===== src/rtl/tli4970_pkg.sv =====
// Shared constants for the TLI4970 sensor array: frame bit layout, default
// zero-current offset and the frame engine state encoding.
package tli4970_pkg;

  localparam int FRAME_BITS     = 16;
  localparam int STATUS_BIT     = 15;
  localparam int PARITY_BIT     = 14;
  localparam int OCD_BIT        = 13;
  localparam int DATA_MSB       = 12;
  localparam int DEFAULT_OFFSET = 4096;

  typedef enum logic [2:0] {
    ST_IDLE,
    ST_SELECT,
    ST_SHIFT,
    ST_DESELECT,
    ST_STORE
  } rx_state_e;

endpackage


===== src/rtl/tli4970_array_if.sv =====
// SPI pin bundle for the sensor array: one shared SCK, per-channel CS and MISO.
interface tli4970_array_if #(
  parameter int NUM_CHANNELS = 4
);

  logic [NUM_CHANNELS-1:0] spi_miso;
  logic [NUM_CHANNELS-1:0] spi_cs;
  logic                    spi_clk;

  modport master (input spi_miso, output spi_cs, output spi_clk);
  modport slave  (output spi_miso, input spi_cs, input spi_clk);

endinterface


===== src/rtl/tli4970_array_spi_frame_rx.sv =====
// Single-frame SPI read engine: SELECT, 16 SCK periods, DESELECT, STORE.
// Parity acceptance is compiled in with TLI4970_PARITY_EN.
module spi_frame_rx
  import tli4970_pkg::*;
#(
  parameter int SPI_DIV = 4
) (
  input  logic                clk,
  input  logic                reset,
  input  logic                start_i,
  input  logic                miso_i,
  output logic                busy_o,
  output logic                cs_en_o,
  output logic                sck_o,
  output logic                done_o,
  output logic                status_o,
  output logic                ocd_o,
  output logic [DATA_MSB:0]   data_o,
  output logic                parity_ok_o
);

  localparam int DIV_W  = (SPI_DIV > 1) ? $clog2(SPI_DIV) : 1;
  localparam int HALF_W = $clog2(2 * FRAME_BITS);

  rx_state_e             state_q, state_d;
  logic [DIV_W-1:0]      div_q, div_d;
  logic [HALF_W-1:0]     half_q, half_d;
  logic [FRAME_BITS-1:0] sr_q, sr_d;
  logic                  div_end;

  assign div_end = (div_q == DIV_W'(SPI_DIV - 1));

  always_ff @(posedge clk) begin
    if (reset) begin
      state_q <= ST_IDLE;
      div_q   <= '0;
      half_q  <= '0;
    end else begin
      state_q <= state_d;
      div_q   <= div_d;
      half_q  <= half_d;
    end
    sr_q <= sr_d;
  end

  always_comb begin
    state_d = state_q;
    div_d   = div_end ? '0 : div_q + 1'b1;
    half_d  = half_q;
    sr_d    = sr_q;
    case (state_q)
      ST_IDLE: begin
        div_d = '0;
        if (start_i) state_d = ST_SELECT;
      end
      ST_SELECT: begin
        if (div_end) begin
          state_d = ST_SHIFT;
          half_d  = '0;
        end
      end
      ST_SHIFT: begin
        // odd half-periods are SCK low; capture on the first low cycle
        if (half_q[0] && div_q == '0) sr_d = {sr_q[FRAME_BITS-2:0], miso_i};
        if (div_end) begin
          half_d = half_q + 1'b1;
          if (half_q == HALF_W'(2 * FRAME_BITS - 1)) state_d = ST_DESELECT;
        end
      end
      ST_DESELECT: begin
        if (div_end) state_d = ST_STORE;
      end
      ST_STORE: begin
        div_d   = '0;
        state_d = start_i ? ST_SELECT : ST_IDLE;
      end
      default: state_d = ST_IDLE;
    endcase
  end

  assign busy_o   = (state_q != ST_IDLE);
  assign cs_en_o  = (state_q == ST_SELECT) || (state_q == ST_SHIFT);
  assign sck_o    = (state_q == ST_SHIFT) && !half_q[0];
  assign done_o   = (state_q == ST_STORE);
  assign status_o = sr_q[STATUS_BIT];
  assign ocd_o    = sr_q[OCD_BIT];
  assign data_o   = sr_q[DATA_MSB:0];

`ifdef TLI4970_PARITY_EN
  assign parity_ok_o = ~^sr_q;
`else
  assign parity_ok_o = 1'b1;
`endif

endmodule


===== src/rtl/tli4970_array.sv =====
// Polls NUM_CHANNELS TLI4970 sensors each update tick and decodes their frames.
// Optional parity checking: define TLI4970_PARITY_EN.
module tli4970_array
  import tli4970_pkg::*;
#(
  parameter int NUM_CHANNELS = 4,
  parameter int CLOCK_FREQ   = 16_000_000,
  parameter int SPI_DIV      = 4,
  parameter int UPDATE_FREQ  = 1000,
  parameter int OFFSET       = DEFAULT_OFFSET
) (
  input  logic                      clk,
  input  logic                      reset,
  tli4970_array_if.master           spi,
  output logic [16*NUM_CHANNELS-1:0] current,
  output logic [NUM_CHANNELS-1:0]   current_valid,
  output logic [NUM_CHANNELS-1:0]   ocd,
  output logic [NUM_CHANNELS-1:0]   status_seen,
  output logic [NUM_CHANNELS-1:0]   parity_err,
  output logic                      overrun,
  input  logic                      err_clear
);

  localparam int PERIOD = CLOCK_FREQ / UPDATE_FREQ;
  localparam int CNT_W  = (PERIOD > 1) ? $clog2(PERIOD) : 1;
  localparam int CH_W   = (NUM_CHANNELS > 1) ? $clog2(NUM_CHANNELS) : 1;
  localparam logic [CH_W-1:0] LAST_CH = CH_W'(NUM_CHANNELS - 1);

  function automatic logic signed [15:0] raw_to_current(input logic [DATA_MSB:0] raw);
    logic signed [15:0] r;
    r = $signed({3'b000, raw});
    return r - $signed(16'(OFFSET));
  endfunction

  logic [CNT_W-1:0]            cnt_q, cnt_d;
  logic [CH_W-1:0]             ch_q, ch_d;
  logic [16*NUM_CHANNELS-1:0]  cur_q, cur_d;
  logic [NUM_CHANNELS-1:0]     vld_q, vld_d, ocd_q, ocd_d;
  logic [NUM_CHANNELS-1:0]     stat_q, stat_d, perr_q, perr_d;
  logic                        ovr_q, ovr_d;
  logic                        tick, start, busy, cs_en, sck, done;
  logic                        f_status, f_ocd, f_par_ok;
  logic [DATA_MSB:0]           f_data;

  spi_frame_rx #(.SPI_DIV(SPI_DIV)) u_rx (
    .clk        (clk),
    .reset      (reset),
    .start_i    (start),
    .miso_i     (spi.spi_miso[ch_q]),
    .busy_o     (busy),
    .cs_en_o    (cs_en),
    .sck_o      (sck),
    .done_o     (done),
    .status_o   (f_status),
    .ocd_o      (f_ocd),
    .data_o     (f_data),
    .parity_ok_o(f_par_ok)
  );

  always_ff @(posedge clk) begin
    if (reset) begin
      cnt_q  <= '0;
      ch_q   <= '0;
      cur_q  <= '0;
      vld_q  <= '0;
      ocd_q  <= '0;
      stat_q <= '0;
      perr_q <= '0;
      ovr_q  <= 1'b0;
    end else begin
      cnt_q  <= cnt_d;
      ch_q   <= ch_d;
      cur_q  <= cur_d;
      vld_q  <= vld_d;
      ocd_q  <= ocd_d;
      stat_q <= stat_d;
      perr_q <= perr_d;
      ovr_q  <= ovr_d;
    end
  end

  always_comb begin
    tick  = (cnt_q == CNT_W'(PERIOD - 1));
    cnt_d = tick ? '0 : cnt_q + 1'b1;
    start = 1'b0;
    ch_d  = ch_q;
    // STORE of a non-final channel chains straight into the next SELECT
    if (tick && !busy) begin
      start = 1'b1;
      ch_d  = '0;
    end else if (done && ch_q != LAST_CH) begin
      start = 1'b1;
      ch_d  = ch_q + 1'b1;
    end

    cur_d  = cur_q;
    ocd_d  = ocd_q;
    vld_d  = '0;
    stat_d = stat_q & ~{NUM_CHANNELS{err_clear}};
    perr_d = perr_q & ~{NUM_CHANNELS{err_clear}};
    ovr_d  = (ovr_q & ~err_clear) | (tick & busy);
    if (done) begin
      if (!f_par_ok) begin
        perr_d[ch_q] = 1'b1;
      end else if (f_status) begin
        stat_d[ch_q] = 1'b1;
      end else begin
        cur_d[{ch_q, 4'b0000} +: 16] = raw_to_current(f_data);
        ocd_d[ch_q] = f_ocd;
        vld_d[ch_q] = 1'b1;
      end
    end
  end

  always_comb begin
    for (int k = 0; k < NUM_CHANNELS; k++) begin
      spi.spi_cs[k] = !(cs_en && ch_q == CH_W'(k));
    end
  end

  assign spi.spi_clk    = sck;
  assign current        = cur_q;
  assign current_valid  = vld_q;
  assign ocd            = ocd_q;
  assign status_seen    = stat_q;
  assign parity_err     = perr_q;
  assign overrun        = ovr_q;

endmodule


===== src/flat_wrapper.sv =====
// flat-port wrapper written by rule: the top's interface ports become plain ports
module tli4970_array_flat import tli4970_pkg::*;
#(
  parameter int NUM_CHANNELS = 4,
  parameter int CLOCK_FREQ   = 16_000_000,
  parameter int SPI_DIV      = 4,
  parameter int UPDATE_FREQ  = 1000,
  parameter int OFFSET       = DEFAULT_OFFSET
)
  (clk, reset, current, current_valid, ocd, status_seen, parity_err, overrun, err_clear, spi_spi_miso, spi_spi_cs, spi_spi_clk);
  tli4970_array_if #(.NUM_CHANNELS(NUM_CHANNELS)) spi_i ();
  input  logic clk;
  input  logic reset;
  output logic [16*NUM_CHANNELS-1:0] current;
  output logic [NUM_CHANNELS-1:0] current_valid;
  output logic [NUM_CHANNELS-1:0] ocd;
  output logic [NUM_CHANNELS-1:0] status_seen;
  output logic [NUM_CHANNELS-1:0] parity_err;
  output logic overrun;
  input  logic err_clear;
  input wire logic [$bits(spi_i.spi_miso)-1:0] spi_spi_miso;
  output wire logic [$bits(spi_i.spi_cs)-1:0] spi_spi_cs;
  output wire logic [$bits(spi_i.spi_clk)-1:0] spi_spi_clk;
  assign spi_i.spi_miso = spi_spi_miso;
  assign spi_spi_cs = spi_i.spi_cs;
  assign spi_spi_clk = spi_i.spi_clk;
  tli4970_array #(.NUM_CHANNELS(NUM_CHANNELS), .CLOCK_FREQ(CLOCK_FREQ), .SPI_DIV(SPI_DIV), .UPDATE_FREQ(UPDATE_FREQ), .OFFSET(OFFSET)) u_core (.clk(clk), .reset(reset), .spi(spi_i), .current(current), .current_valid(current_valid), .ocd(ocd), .status_seen(status_seen), .parity_err(parity_err), .overrun(overrun), .err_clear(err_clear));
endmodule

===== config.mk =====
export PLATFORM = sky130hd
export DESIGN_NAME = tli4970_array_flat
export DESIGN_NICKNAME = d
export VERILOG_FILES = /design/src/rtl/tli4970_pkg.sv /design/src/rtl/tli4970_array_if.sv /design/src/rtl/tli4970_array_spi_frame_rx.sv /design/src/rtl/tli4970_array.sv /design/src/flat_wrapper.sv
export SDC_FILE = /design/constraint.sdc
export NUM_CORES = 1
export LEC_CHECK = 0
export CORE_MARGIN = 2
export CORE_UTILIZATION = 46
export DETAILED_ROUTE_END_ITERATION = 16
export PLACE_DENSITY_LB_ADDON = 0.25
export SETUP_SLACK_MARGIN = 0.05
export SLEW_MARGIN = 40
export SYNTH_ARGS = -nofsm -noshare
export SYNTH_HDL_FRONTEND = slang
export SYNTH_SLANG_ARGS = --single-unit

===== constraint.sdc =====
create_clock -name clk -period 1.79 [get_ports clk]
set_input_delay 0.358 -clock clk [delete_from_list [all_inputs] [get_ports clk]]
set_output_delay 0.358 -clock clk [all_outputs]
set_load 0.05 [all_outputs]

==> After elaboration in Yosys (flattened, before gate mapping) <==
Index checks and enable logic that the tools add are counted.
{ "totals": {"reg_bits": 123, "input_bits": 7, "elab_cells": 97} }
{ "classes": {"addsub": 6, "magnitude_cmp": 2, "n_eq_ne": 16, "n_shift": 2, "muxes": 20, "bitwise_logic": 10, "reduce_logical": 29} }
{ "ops": {"columns": ["cell", "count"], "rows": [
  ["64-bit bitwise mux", 1],
  ["16-bit by 8-bit variable shift with 64-bit output (first input constant)", 1],
  ["16-bit by 8-bit indexed part select with 64-bit output", 1],
  ["3-bit 2-to-1 mux", 5],
  ["3-bit case mux with 5 select lines", 1],
  ["14-bit by 1-bit adder with 14-bit output (second input constant)", 1],
  ["14-bit equality test (second input constant)", 1],
  ["13-bit by 13-bit subtractor with 14-bit output (second input constant)", 1],
  ["2-bit inequality test (second input constant)", 6],
  ["5-bit 2-to-1 mux", 2],
  ["5-bit case mux with 2 select lines", 1],
  ["1-bit logical AND", 9],
  ["4-bit bitwise AND", 2],
  ["4-bit 2-to-1 mux", 2],
  ["6-bit negator with 8-bit output", 1],
  ["2-bit equality test (second input constant)", 3],
  ["3-bit by 2-bit equality test with 1-bit output (second input constant)", 2],
  ["1-bit zero test", 6],
  ["5-bit by 1-bit adder with 5-bit output (second input constant)", 1],
  ["5-bit equality test (second input constant)", 1],
  ["1-bit 2-to-1 mux", 5],
  ["5-bit AND reduction", 1],
  ["2-bit by 1-bit adder with 2-bit output (second input constant)", 2],
  ["4-bit bitwise mux", 1],
  ["other kinds (22)", 28]
]} }

==> Logic depth before layout (Yosys ltp) <==
Gate-level depths: netlist (run 1).
{ "depth": {"word_depth": 7, "depth_mapped": 7, "ltp_nobuf": 7} }

==> Cells and area by module <==
Synthesis (run 1) repeated with hierarchy kept, for this count alone.
{ "unflattened": {"hier_cells": 508, "area_unflattened_um2": 4682.0} }
{ "modules_own_cells": {"columns": ["module", "instances", "cells_each", "area_each_um2", "seq_area_each_um2"], "rows": [
  ["tli4970_array", 1, 403, 3473.3, 1701.6],
  ["spi_frame_rx", 1, 105, 1208.7, 680.7]
]} }

==> Least setup slack after synthesis (run 1) <==
OpenSTA, ideal clock, no wires.
{ "synth_path": {"kind": "reg-to-reg", "startpoint": "register u_core.ch_q[0]", "endpoint": "register u_core.cur_q[35], in the netlist u_core.current[35]", "arrival_time_ps": 1877, "required_ps": 1719, "slack_ps": -158, "path_stages_with_launch": 7, "path_buffers": 1, "period_less_slack_ps": 1948, "cell_sequence": "dfxtp_1 inv_1 ha_1 nor3b_1 buf_2 nand3_1 a21oi_1"} }
{ "synth_via": {"elab_chain_len": 3} }
{ "synth_lines": {"columns": ["item", "line", "rtl"], "rows": [
  ["start: declaration", "tli4970_array.sv:36", "logic [CH_W-1:0] ch_q, ch_d;"],
  ["start signal: assignment", "tli4970_array.sv:72", "ch_q <= ch_d;"],
  ["6-bit negator with 8-bit output (*)", "tli4970_array.sv:108", "cur_d[{ch_q, 4'b0000} +: 16] = raw_to_current(f_data);"],
  ["16-bit by 8-bit indexed part select with 64-bit output / 16-bit by 8-bit variable shift with 64-bit output (equally long branches)", "tli4970_array.sv:108", null],
  ["64-bit bitwise mux (*)", "tli4970_array.sv:108", null],
  ["end signal: assignment", "tli4970_array.sv:73", "cur_q <= cur_d;"],
  ["end: declaration", "tli4970_array.sv:37", "logic [16*NUM_CHANNELS-1:0] cur_q, cur_d;"]
]} }
Mark *: on every way between the ends. The rest lies on a longest branch, timed or not.
A chain may end at the register's enable or synchronous reset.

==> Worst setup path in the final report (run 1) <==
{ "layout_path": {"startpoint": "register u_core.u_rx.state_q[2]", "endpoint": "output spi_spi_clk"} }
{ "layout_via": {"elab_chain_len": 2} }
{ "layout_lines": {"columns": ["item", "line", "rtl"], "rows": [
  ["start: declaration", "tli4970_array_spi_frame_rx.sv:25", "rx_state_e state_q, state_d;"],
  ["start signal: assignment", "tli4970_array_spi_frame_rx.sv:39", "state_q <= state_d;"],
  ["3-bit by 2-bit equality test with 1-bit output", "tli4970_array_spi_frame_rx.sv:83", "assign sck_o = (state_q == ST_SHIFT) && !half_q[0];"],
  ["1-bit logical AND", "tli4970_array_spi_frame_rx.sv:83", null],
  ["end: declaration", "flat_wrapper.sv:23", "output wire logic [$bits(spi_i.spi_clk)-1:0] spi_spi_clk;"]
]} }
Every way passes these cells.

==> reports/qor.json, run 1 <==
{
  "outcome": {
    "run_status": "completed"
  },
  "yosys": {
    "synth.top_cells.by_area": "dfxtp_1, edfxtp_1, nand2_1, a21oi_1, nand3_1",
    "synth.largest_area_cell": "dfxtp_1",
    "ys_seq_area_frac": 0.527,
    "postSynth.topFlopCell": "dfxtp_1",
    "synth_top_area_share": 0.420,
    "post-synth-top-count-cell": "dfxtp_1",
    "yosys-top-cells-count": "dfxtp_1, nand2_1, a21oi_1, nand3_1, nor2_1",
    "flops_latches_synth": 111,
    "synthesis.yosys.warnings": 0,
    "post_synth_instance_area_um2": 4520,
    "ys_async_sr_fraction": 0,
    "synth_cells": 477,
    "netlist-cell-type-count": 50,
    "syn_nets": 497,
    "synth_edf_count": 16,
    "mean_syn_cell_area_um2": 9.48
  },
  "clock_tree": {
    "clock_path_buffers": 2,
    "cts_tree": "built",
    "numClockSinks": 111,
    "cts.clk_slew.worst_paths_ns": 0.11,
    "clock_tree.root_cell": "clkbuf_8",
    "cts-buffers-inserted": 9,
    "latest_clock_arrival_within_the_worst_skew_pair_ns": 0.38,
    "cts.hold.buffers_added": 0,
    "cts_max_level": 3
  },
  "sta": {
    "slew_headroom": 0.688,
    "final_critical_path_setup_slack_ns": 0.0714,
    "final.setup.tns_ns": 0,
    "worst_margin_pin_slew_ns": 0.466,
    "final_period_minus_worst_setup_slack_ns": 1.72,
    "fmax_ghz": 0.582,
    "fin_skew_ns": 0.0150,
    "hold_viol": 0,
    "count_of_final_max_slew_check_failures": 0,
    "finalCritPeriodShare": 0.960,
    "fin_hold_ws_ns": 0.335,
    "setup_viol": 0,
    "rsz0062_at_grt": "true"
  },
  "global_routing": {
    "grt_antenna_before_repair": 0,
    "grt-ovfl-total": 0,
    "first_global_vias": 3260,
    "grt_start_max_net_pins": 33,
    "globalRouteTotalUtil": 0.200,
    "grt_pass1_wl_um": 16600
  },
  "route": {
    "drt-wirelength-per-cell_um": 15.1,
    "vias_per_cell": 5.16,
    "postRouteAntennaNets": 0,
    "route.final.wire_length_um": 10600,
    "remaining_drc_errors": 0,
    "drt_iter0_drc": 156,
    "routed-via-count": 3646,
    "firstDrtPassIters": 4
  },
  "place": {
    "place.gp.congestion": 0.835,
    "placedCellCount": 678,
    "dp_worst_setup_slack_ns": 0.131,
    "placedInstanceArea_um2": 5340,
    "numPortBuffers": 92,
    "detailedPlacementHpwl_um": 7180
  },
  "critical_path": {
    "timing.critical_path.slowest_stage_cell": "dfxtp_2",
    "timing.critical_path.cells": "nor3b_4, nor2b_4, buf_12",
    "cp_data_arrival_time_ns": 1.36,
    "timing.critical_path.fanout_max": 10,
    "setup.worst_path.start_class": "register",
    "worst_setup_ep_type": "output pin",
    "worst_path_largest_cell_delay_ns": 0.41,
    "required_ns": 1.43,
    "critical_path_class": "reg -> out"
  },
  "layout": {
    "fillerInstances": 852,
    "fin_nets": 588,
    "antenna_cells": 0,
    "stdcell_count": 706,
    "fin_area_um2": 5800,
    "final_util": 0.602,
    "drive_gt1_frac": 0.311,
    "area_growth_syn_to_layout_pct": 28.2,
    "ff_latch_area_um2": 2390,
    "multi_input_area_um2": 2010
  },
  "die": {
    "floorplan.die.height_um": 103,
    "die_area_um2": 10600,
    "number_of_top_level_pins": 93,
    "rows": 36,
    "core_area_um2": 9640,
    "effective_utilization_at_floorplan": 0.469,
    "die_width_um": 103
  },
  "power": {
    "peakVddDrop_mv": 0.527,
    "power.total_mw": 4.08,
    "pwr_density_cell_nw_per_um2": 703,
    "power.static_leakage_nw": 2.22
  },
  "flow_run": {
    "timing.max_cap.violations": 0
  },
  "worst_hold_path": {
    "timing.hold.worst.class": "in -> reg"
  }
}
## flip-flops by register name, indices dropped and copies added, names as in the netlist
name                  flops
u_core.cnt_q             14
u_core.u_rx.half_q        5
u_core.u_rx.state_q       3
u_core.current_valid      4
u_core.u_rx.div_q         2
u_core.status_seen        4
u_core.parity_err         4
u_core.ocd                4
u_core.u_rx.sr_q         16
u_core.current           52
u_core.overrun            1
u_core.ch_q               2
## kinds of logic (layout without fill, tap and decap cells)
group	Yosys count	count (layout)	synth area share
buffers and inverters	51	144	0.0672
flip-flops	111	111	0.527
adder cells (fa/ha/maj)	13	13	0.0360
XOR/XNOR	17	17	0.0329
multiplexers	3	3	0.00940
AND/OR/NAND/NOR	211	214	0.241
AO/OA/AOI/OAI	71	71	0.0868
## path summary, 6_finish.rpt
path / from / endpoint / slack, ns / cells past startpoint
setup / recovery: u_core.u_rx.state_q[2] / spi_spi_clk / 0.07 / 3
hold / removal: reset / u_core.u_rx.half_q[1] / 0.34 / 2
setup reg to reg: u_core.u_rx.state_q[0] / u_core.current[8] / 0.15 / 7
hold reg to reg: u_core.u_rx.sr_q[14] / u_core.u_rx.sr_q[15] / 0.44 / 0
## critical path: cells and delay by family, from the launching register on
family	cells	cell delay (ns)
AND/OR/NAND/NOR	2	0.45
flip-flops	1	0.41
buffers and inverters	1	0.14
## placed cells by master (no fill, tap or decap), drive strengths merged, types with 5 or more instances in the layout
cell	instances
xor2	6
xnor2	11
edfxtp	16
nor3	7
clkdlybuf4s50	5
and3	6
nand3	56
clkbuf	9
a21oi	57
nand2	75
nor3b	5
nor2	26
buf	113
nor4	6
inv	15
ha	13
dfxtp	95
and2	14
## area by class of cell
class                   count  area share
flip-flops and latches    111       0.413
multi-input cells         318       0.346
repair buffers            118       0.172
well taps                 133      0.0287
clock buffers               9      0.0214
clock inverters             7      0.0125
inverters                  10     0.00647
## where the power goes
| part | leakage [nW] | switching, mW | internal (mW) |
|---|---|---|---|
| logic | 1.21 | 0.0436 | 0.0230 |
| clock network | 0.103 | 0.930 | 0.556 |
| registers | 0.912 | 0.00415 | 2.52 |
| total | 2.22 | 0.977 | 3.10 |
## routing by layer
metal  GRT usage  vias to the layer above  part of all wire
li1            -                     1802                 -
met1       0.283                     1742              0.46
met2       0.311                       90              0.48
met3      0.0403                       12             0.048
met4      0.0587                        0             0.014
met5           0                        -                 0
## what timing repair did
item	CTS	global route
setup endpoints to repair	5	69
cloned	0	5
pin swaps	3	11
gates resized for setup	23	24
buffers inserted	3	5
Note: power is estimated with default switching activity, not from simulation.
==> run 2: changes to the inputs <==
--- a/config.mk
+++ b/config.mk
@@ -5,6 +5,7 @@
 export SDC_FILE = /design/constraint.sdc
 export NUM_CORES = 1
 export LEC_CHECK = 0
+export CAP_MARGIN = 20
 export CORE_MARGIN = 2
 export CORE_UTILIZATION = 46
 export DETAILED_ROUTE_END_ITERATION = 16
==> results of run 2 <==
Same layout as run 1: the final DEF is identical, and so are final timing and power.
==> run 3: changes to the inputs <==
--- a/config.mk
+++ b/config.mk
@@ -5,11 +5,10 @@
 export SDC_FILE = /design/constraint.sdc
 export NUM_CORES = 1
 export LEC_CHECK = 0
-export CAP_MARGIN = 20
 export CORE_MARGIN = 2
 export CORE_UTILIZATION = 46
 export DETAILED_ROUTE_END_ITERATION = 16
-export PLACE_DENSITY_LB_ADDON = 0.25
+export PLACE_DENSITY_LB_ADDON = 0.15
 export SETUP_SLACK_MARGIN = 0.05
 export SLEW_MARGIN = 40
 export SYNTH_ARGS = -nofsm -noshare
==> reports/qor.json, run 3 (synthesis results as in run 1) <==
{
  "clock_tree": {
    "numClockSinks": 111,
    "cts.clk_slew.worst_paths_ns": 0.10,
    "clock_tree.root_cell": "clkbuf_8",
    "cts_tree": "built",
    "latest_clock_arrival_within_the_worst_skew_pair_ns": 0.37,
    "cts.hold.buffers_added": 0,
    "clock_path_buffers": 2,
    "cts_max_level": 3,
    "cts-buffers-inserted": 9
  },
  "place": {
    "placedCellCount": 677,
    "detailedPlacementHpwl_um": 7130,
    "numPortBuffers": 92,
    "placedInstanceArea_um2": 5320,
    "place.gp.congestion": 0.847
  },
  "global_routing": {
    "grt_antenna_before_repair": 0,
    "globalRouteTotalUtil": 0.198,
    "first_global_vias": 3305,
    "grt_pass1_wl_um": 16400,
    "grt-ovfl-total": 0,
    "grt_start_max_net_pins": 42
  },
  "layout": {
    "layout.cells.most_common": "buf_4",
    "multi_input_area_um2": 1960,
    "largest_register_ff_count": 52,
    "most-common-layout-cells": "buf_4, dfxtp_1, nand2_1",
    "fillerInstances": 890,
    "fin_nets": 586,
    "stdcell_count": 704,
    "drive_gt1_frac": 0.299,
    "fin_area_um2": 5750,
    "area_growth_syn_to_layout_pct": 27.0,
    "ff_latch_area_um2": 2390,
    "antenna_cells": 0
  },
  "die": {
    "floorplan.die.height_um": 103,
    "die_area_um2": 10600,
    "effective_utilization_at_floorplan": 0.469,
    "rows": 36,
    "number_of_top_level_pins": 93,
    "die_width_um": 103,
    "core_area_um2": 9640
  },
  "sta": {
    "fin_skew_ns": 0.0114,
    "setup_viol": 0,
    "worst_margin_pin_slew_ns": 0.472,
    "hold_viol": 0,
    "finalCritPeriodShare": 0.983,
    "fmax_ghz": 0.568,
    "count_of_final_max_slew_check_failures": 0,
    "final_period_minus_worst_setup_slack_ns": 1.76,
    "fin_hold_ws_ns": 0.350,
    "slew_headroom": 0.684,
    "rsz0062_at_grt": "true"
  },
  "critical_path": {
    "timing.critical_path.slowest_stage_cell": "dfxtp_4",
    "crit_path_start": "u_core.u_rx.state_q[1]",
    "worstRegToRegCells": 6,
    "required_ns": 1.43,
    "setup.worst_path.start_class": "register",
    "rrSetupSlack_ns": 0.18,
    "worstReg2RegStart": "u_core.u_rx.state_q[1]",
    "timing.critical_path.cells": "xnor2_4, nor2_2, buf_6, nand2_2, buf_12",
    "worstReg2RegEnd": "u_core.current[49]",
    "worst_path_largest_cell_delay_ns": 0.38,
    "worst_setup_ep_type": "output pin",
    "critical_path_class": "reg -> out",
    "timing.critical_path.fanout_max": 4,
    "cp_data_arrival_time_ns": 1.40
  },
  "power": {
    "peakVddDrop_mv": 0.514,
    "pwr_density_cell_nw_per_um2": 718,
    "power.total_mw": 4.13,
    "power.static_leakage_nw": 2.20
  },
  "route": {
    "postRouteAntennaNets": 0,
    "firstDrtPassIters": 6,
    "drt-wirelength-per-cell_um": 14.5,
    "vias_per_cell": 5.12,
    "route.final.wire_length_um": 10200,
    "remaining_drc_errors": 0,
    "routed-via-count": 3602,
    "drt_iter0_drc": 189
  },
  "worst_hold_path": {
    "hold_path_depth": 2,
    "hold_start": "reset",
    "timing.hold.worst.class": "in -> reg",
    "min_delay_worst_endpoint": "u_core.u_rx.half_q[4]"
  },
  "flow_run": {
    "timing.max_cap.violations": 0
  },
  "outcome": {
    "run_status": "completed"
  }
}
-- run 3: cell types whose count changed in the layout (fill, tap and decap cells not counted), moves of 2 or more --
cell / before / now
buf_4: 99 / 103
buf_6: 7 / 3
clkinvlp_4: 0 / 2
ha_2: 0 / 2
ha_4: 4 / 2
inv_1: 8 / 10
inv_2: 2 / 0
inv_6: 2 / 0
inv_8: 3 / 1
-- run 3: worst max path at each step --
stage                              end  cells after the start
floorplan           u_core.current[35]                      6
global placement           spi_spi_clk                      3
detailed placement  u_core.current[10]                      5
CTS                        spi_spi_clk                      4
global route             spi_spi_cs[2]                      5
finish                   spi_spi_cs[2]                      5
-- run 3: critical path, delay by kind of cell (launching register included) --
kind | cells | cell delay, ns
flip-flops | 1 | 0.38
AND/OR/NAND/NOR | 2 | 0.22
XOR/XNOR | 1 | 0.15
buffers and inverters | 2 | 0.29
-- run 3: layout make-up --
class	count	share of cell area
flip-flops and latches	111	0.417
multi-input cells	316	0.342
repair buffers	118	0.170
well taps	133	0.0290
clock buffers	10	0.0222
clock inverters	6	0.0142
inverters	10	0.00653
-- run 3: layer usage --
metal  share of wire  track usage
met1            0.44        0.264
met2            0.50        0.327
met3           0.048       0.0477
met4          0.0095       0.0476
met5               0            0
-- run 3: through the flow --
step / TNS (ns) / worst slack (ns) / utilization
2_1_floorplan: 0 / 0.0778 / -
3_3_place_gp: 0 / 0.110 / 0.552
3_5_place_dp: 0 / 0.0940 / 0.552
4_1_cts: -0.00117 / -0.00117 / 0.587
5_1_grt: -0.0773 / -0.0276 / 0.596
6_report: 0 / 0.0308 / 0.596
-- run 3: timing repair --
item | CTS | global route
gates cloned | 0 | 1
setup endpoints to repair | 5 | 69
gates resized for setup | 21 | 15
pin swaps | 2 | 2
buffers inserted | 6 | 4
-- run 3: power breakdown --
group | internal, mW | leakage (nW) | switching [mW]
Clock | 0.672 | 0.0974 | 0.865
Combinational | 0.0231 | 1.19 | 0.0421
Sequential | 2.52 | 0.912 | 0.00411
